--- config.mk ---
export PLATFORM = sky130hd
export DESIGN_NAME = scope_clear_delay_ram
export DESIGN_NICKNAME = d
export VERILOG_FILES = /design/src/rtl/scope_pkg.sv /design/src/rtl/scope_sample_ram.sv /design/src/rtl/scope_clear_delay_ram.sv
export SDC_FILE = /design/constraint.sdc
export NUM_CORES = 2
export LEC_CHECK = 0
export BUFFER_PORTS_ARGS = -buffer_cell sky130_fd_sc_hd__buf_2
export CAP_MARGIN = 40
export CORE_UTILIZATION = 30
export CTS_CLUSTER_DIAMETER = 50
export CTS_CLUSTER_SIZE = 14
export DETAILED_ROUTE_END_ITERATION = 8
export GPL_TIMING_DRIVEN = 0
export PLACE_DENSITY = 0.46
export SYNTH_ARGS = -nofsm -noshare
export SYNTH_HDL_FRONTEND = slang
export SYNTH_SLANG_ARGS = --single-unit
export TNS_END_PERCENT = 50
--- constraint.sdc ---
create_clock -name clk -period 2.5 [get_ports clk]
set_input_delay 0 -clock clk [delete_from_list [all_inputs] [get_ports clk]]
set_output_delay 0 -clock clk [all_outputs]
set_load 0.02 [all_outputs]
--- src/rtl/scope_pkg.sv ---
// Shared widths, colour type and screen limits for the oscilloscope display support blocks.
package scope_pkg;

   localparam int COORD_W  = 8;
   localparam int COLOR_W  = 12;
   localparam int SAMPLE_W = 8;

   typedef logic [COLOR_W-1:0] color_t;

   localparam color_t COLOR_BLACK = 12'h000;

   localparam int SCREEN_X_MAX = 159;
   localparam int SCREEN_Y_MAX = 119;

   function automatic logic coord_at_last(input logic [COORD_W-1:0] value,
                                          input logic [COORD_W-1:0] last);
      return (value == last);
   endfunction

endpackage

--- src/rtl/scope_sample_ram.sv ---
// Simple dual-port sample memory with a registered, read-before-write read port.
module scope_sample_ram #(
   parameter int ADDR_W = 8,
   parameter int DATA_W = 8
) (
   input  logic              clk,
   input  logic              rst_n,
   input  logic              wr_en,
   input  logic [ADDR_W-1:0] wr_addr,
   input  logic [DATA_W-1:0] wr_data,
   input  logic              rd_en,
   input  logic [ADDR_W-1:0] rd_addr,
   output logic [DATA_W-1:0] rd_data
);

   logic [DATA_W-1:0] mem [0:(1<<ADDR_W)-1];

   // Storage array: no reset so it maps onto block RAM.
   always_ff @(posedge clk) begin
      if (wr_en) begin
         mem[wr_addr] <= wr_data;
      end
   end

   // Read register samples the old contents on a same-address collision.
   always_ff @(posedge clk or negedge rst_n) begin
      if (!rst_n) begin
         rd_data <= {DATA_W{1'b0}};
      end else if (rd_en) begin
         rd_data <= mem[rd_addr];
      end else begin
         rd_data <= rd_data;
      end
   end

endmodule

--- src/rtl/scope_clear_delay_ram.sv ---
// Display-sequencer support: full-screen clear scanner, wait timer and ADC sample RAM.
module scope_clear_delay_ram
   import scope_pkg::*;
#(
   parameter int     X_MAX        = SCREEN_X_MAX,
   parameter int     Y_MAX        = SCREEN_Y_MAX,
   parameter color_t CLEAR_COLOR  = COLOR_BLACK,
   parameter int     DELAY_CYCLES = 10008,
   parameter int     ADDR_W       = 8,
   parameter int     DATA_W       = 8
) (
   input  logic               clk,
   input  logic               rst_n,
   input  logic               clr_enable,
   input  logic               clr_reset,
   output logic [COORD_W-1:0] clr_x,
   output logic [COORD_W-1:0] clr_y,
   output logic [COLOR_W-1:0] clr_color,
   output logic               clr_finished,
   input  logic               dly_enable,
   input  logic               dly_reset,
   output logic               dly_finished,
   input  logic               wr_en,
   input  logic [ADDR_W-1:0]  wr_addr,
   input  logic [DATA_W-1:0]  wr_data,
   input  logic               rd_en,
   input  logic [ADDR_W-1:0]  rd_addr,
   output logic [DATA_W-1:0]  rd_data
);

   localparam int DLY_W = $clog2(DELAY_CYCLES + 1);
   localparam logic [COORD_W-1:0] X_LAST   = COORD_W'(X_MAX);
   localparam logic [COORD_W-1:0] Y_LAST   = COORD_W'(Y_MAX);
   localparam logic [DLY_W-1:0]   DLY_LAST = DLY_W'(DELAY_CYCLES - 1);

   logic [DLY_W-1:0] dly_count;

   assign clr_color = CLEAR_COLOR;

   // Clear scanner: raster walk, one pixel per enabled cycle, parks at (0,0) when done.
   always_ff @(posedge clk or negedge rst_n) begin
      if (!rst_n) begin
         clr_x        <= {COORD_W{1'b0}};
         clr_y        <= {COORD_W{1'b0}};
         clr_finished <= 1'b0;
      end else if (clr_reset) begin
         clr_x        <= {COORD_W{1'b0}};
         clr_y        <= {COORD_W{1'b0}};
         clr_finished <= 1'b0;
      end else if (clr_finished || !clr_enable) begin
         clr_x        <= clr_x;
         clr_y        <= clr_y;
         clr_finished <= clr_finished;
      end else if (coord_at_last(clr_x, X_LAST)) begin
         clr_x <= {COORD_W{1'b0}};
         if (coord_at_last(clr_y, Y_LAST)) begin
            clr_y        <= {COORD_W{1'b0}};
            clr_finished <= 1'b1;
         end else begin
            clr_y        <= clr_y + 8'd1;
            clr_finished <= 1'b0;
         end
      end else begin
         clr_x        <= clr_x + 8'd1;
         clr_y        <= clr_y;
         clr_finished <= 1'b0;
      end
   end

   // Wait timer: finished latches on the DELAY_CYCLES-th enabled edge.
   always_ff @(posedge clk or negedge rst_n) begin
      if (!rst_n) begin
         dly_count    <= {DLY_W{1'b0}};
         dly_finished <= 1'b0;
      end else if (dly_reset) begin
         dly_count    <= {DLY_W{1'b0}};
         dly_finished <= 1'b0;
      end else if (dly_finished || !dly_enable) begin
         dly_count    <= dly_count;
         dly_finished <= dly_finished;
      end else if (dly_count == DLY_LAST) begin
         dly_count    <= {DLY_W{1'b0}};
         dly_finished <= 1'b1;
      end else begin
         dly_count    <= dly_count + {{(DLY_W-1){1'b0}}, 1'b1};
         dly_finished <= 1'b0;
      end
   end

   scope_sample_ram #(
      .ADDR_W (ADDR_W),
      .DATA_W (DATA_W)
   ) u_sample_ram (
      .clk     (clk),
      .rst_n   (rst_n),
      .wr_en   (wr_en),
      .wr_addr (wr_addr),
      .wr_data (wr_data),
      .rd_en   (rd_en),
      .rd_addr (rd_addr),
      .rd_data (rd_data)
   );

endmodule

==> qor.csv <==
stage,metric,value,unit
status,status,"finished, violations left",
status,failing checks,setup timing,
run,max cap viols,0,
route,DRT iter0 DRCs,7743,
power,NetSw,19350,uW
route,final WL,343.5,mm
floorplanning,Core Footprint,271700,sq um
placement,placed inst area,90020,sq um
floorplanning,Initial Util,0.3025,
cts,CTS tree,built,
yosys,adder-cell share of the synthesized area,0.0004566,
sta,fin crit period,2.691,ns
cells_and_area,FF/Latch Area,62500,sq um
sta,Slew headroom,0.3034,
floorplanning,IO Pins,70,
yosys,mapped cell area,82200,sq um
setup_path,Worst Path Required,3.29,ns
cts,Clock Tree Buf Depth,3,
power,maximum VDD drop,767.2,uV
power,Sequential Power Share,0.492,
route,DRC Markers,0,
grt,number of antenna violations at the first check in global routing,29,
yosys,mux share of post-synthesis cell area,0.1382,
yosys,Synth Instances,4223,
yosys,YS warnings,0,
route,Metal-1 WL,137.1,mm
cells_and_area,Fillers,25120,
setup_path,Worst R2R Setup Slack,-0.08,ns
placement,GP Congestion,1.006,
grt,first-pass GRT wire length,444.6,mm
sta,Max Slew Vio Count,0,
power,LEAKAGE,0.03225,uW
route,DR WL met3,32.77,mm
yosys,"EDFF count, synth",2048,
cells_and_area,ratio of cells with drive above 1 in the final layout,0.2625,
route,Final ANT Viol Nets,0,
power,Net Sw Frac,0.2466,
setup_path,worst path arrival time,3.48,ns
sta,post-route setup slack,-0.1910,ns
yosys,Synth Area in Compound Gates,0.04422,
yosys,asr flop ratio synth,0.01916,
yosys,Synth cell types,70,
setup_path,"critical path fanouts, max",10,
cts,root buf cell,clkbuf_16,
sta,FMAX,0.3716,GHz
power,P_int,59120,uW
setup_path,Setup Crit Path Kind,input port to register,
cts,Clock Sink Count,2088,
yosys,largest family of logic cells by synthesized area,multiplexers,
placement,post-DP HPWL,239.8,mm
route,Top Layer Used,met5,
yosys,Post-Synth Simple-Gate Area,0.03155,
floorplanning,Die Y,525.4,microns
power,Power Density,794.5,nW/um^2
cts,# H-tree levels,4,
cells_and_area,final net count,4874,
floorplanning,full die area,276100,sq um
route,DRT Pass-1 Iters,7,
sta,share of the clock period used by the worst path,1.076,
grt,vias in the first global route,45660,
cells_and_area,synth-to-layout area growth,20.15,%
route,DR vias,48220,
yosys,#FFs+latches synth,2088,
cells_and_area,Post-Layout Inst Area,98760,sq um
cts,TritonCTS Buffers,225,
route,DR WL met2,155.8,mm
sta,Final Hold Fails,0,
grt,largest net degree at the start of global routing,138,
sta,Worst Skew,0.07023,ns
cts,"Clk Latency, worst-skew pair",0.89,ns
cts,"Reg clk slew, reported paths",0.07,ns
sta,setup TNS,-1.710,ns
sta,final setup vio count,49,
floorplanning,die width,525.4,microns
grt,Congestion Overflow GR,0,
yosys,leading register cell type out of synthesis,edfxtp_1,
grt,global-route usage over all layers,0.2438,
yosys,mean area per synthesized cell,19.46,sq um
cells_and_area,fin util,0.3635,
power,combinational power share,0.069,
route,routed wire length per instance,39.90,microns
yosys,sequential share of the synthesized area,0.7604,
sta,RSZ-0062 raised after global routing,yes,
power,clock power share,0.439,
yosys,Synth Area in XOR/XNOR,0.001598,
placement,input/output buffers,48,
route,Via density,5.600,
floorplanning,Rows,191,
hold_path,worst min-delay path class,input port to register,
sta,Slew @ Worst Pin,1.045,ns
setup_path,Worst setup EP type,register,
cells_and_area,area occupied by multi-input gates,18240,sq um
setup_path,startpoint types,input port,
-- placed cells by master, fill, tap and decap left out, types with 87 or more instances in the layout --
cell type and n:
clkbuf_16 227, o22ai_1 115, nand2_1 107, nor2_1 280, edfxtp_1 2048, clkbuf_1 87
mux2i_1 417, mux4_2 300, buf_4 226, buf_2 95
-- cells by family after synthesis --
logic type	count (synthesis)
mux	734
buf+inv	275
compound gates	517
fa+ha+maj	3
other cells	1
xor+xnor	15
simple gates	590
flops	2088
-- metrics by stage --
| stage | hold WS (ns) | std cells | setup slack (ns) | power, uW |
|---|---|---|---|---|
| 2_1_floorplan | -0.2956 | 4234 | 0.5083 | 41310 |
| 3_3_place_gp | 0.2610 | 7852 | -4.045 | 44320 |
| 3_5_place_dp | 0.01847 | 8136 | -2.192 | 44470 |
| 4_1_cts | 0.002409 | 8594 | -0.05739 | 78560 |
| 5_1_grt | 0.04239 | 8609 | -0.1264 | 79920 |
| 6_report | 0.05392 | 8610 | -0.1910 | 78470 |
-- layout make-up --
| cell class | instances | area share |
|---|---|---|
| Clock buffer | 254 | 0.05895 |
| Sequential cell | 2088 | 0.6328 |
| Tap cell | 3570 | 0.04523 |
| Multi-Input combinational cell | 1871 | 0.1847 |
| Antenna cell | 7 | 0.0001774 |
| Inverter | 5 | 0.0002280 |
| Timing Repair Buffer | 381 | 0.03741 |
| Buffer | 267 | 0.02252 |
| Clock inverter | 167 | 0.01798 |
-- critical path: stages --
cell and delay [ns]:
buf_6 0.18, buf_12 0.20, buf_12 0.25, buf_12 0.29, buf_8 0.27, buf_6 0.26, nor2_1 0.20, buf_6 0.27
a221oi_1 0.35, o21ai_2 0.19, a21oi_4 0.30, nand4_1 0.37, o221ai_2 0.24
-- synth_stat cells, drive strengths merged (40+ instances only) --
cell	number	area, sq um
edfxtp	2048	61500
nand3	42	210.2
clkbuf	98	367.9
a221oi	46	402.9
nor2	316	1186
o21ai	63	319.1
mux2i	417	4174
o22ai	116	725.7
a21oi	81	405.4
o221ai	74	685.7
mux4	316	7177
buf	172	1549
dfrtp	40	1001
nand2	109	411.7
-- registers in the layout (all words and copies together), names as in the netlist --
name                  flops
u_sample_ram.mem       2048
clr_x                     8
dly_finished              1
u_sample_ram.rd_data      8
clr_finished              1
clr_y                     8
dly_count                14
-- power groups by stage --
stage | Sequential [uW] | Combinational, uW | Clock [uW]
after floorplan | 39300 | 1970 | 0
final | 38600 | 5380 | 34500
after detailed placement | 39400 | 5110 | 0
after CTS | 38600 | 5250 | 34700
after global routing | 38600 | 5380 | 36000
after global placement | 39500 | 4820 | 0
-- final timing paths --
kind,from,end,depth (start not counted)
max,rd_addr[0],u_sample_ram.rd_data[6],13
min,clr_reset,clr_x[7],4
max reg2reg,u_sample_ram.mem[198][1],u_sample_ram.rd_data[1],6
min reg2reg,dly_count[10],dly_count[10],1
max in group asynchronous,rst_n,clr_y[6],5
min in group asynchronous,rst_n,dly_count[13],4
-- layer usage --
| layer | track usage | vias to the layer above |
|---|---|---|
| met4 | 0.1118 | 16 |
| met1 | 0.3256 | 26010 |
| met5 | 0 | - |
| met3 | 0.05611 | 632 |
| li1 | - | 18660 |
| met2 | 0.3766 | 2902 |
-- repair_timing --
action	4_1_cts	5_1_grt
buffers inserted	1	0
cloned	0	0
resized for setup	146	54
setup endpoints to repair	30	217
pin swaps	2	2
hold endpoints to repair	1238	0
hold buffers	39	0
Power figures use the tool's default switching activity.
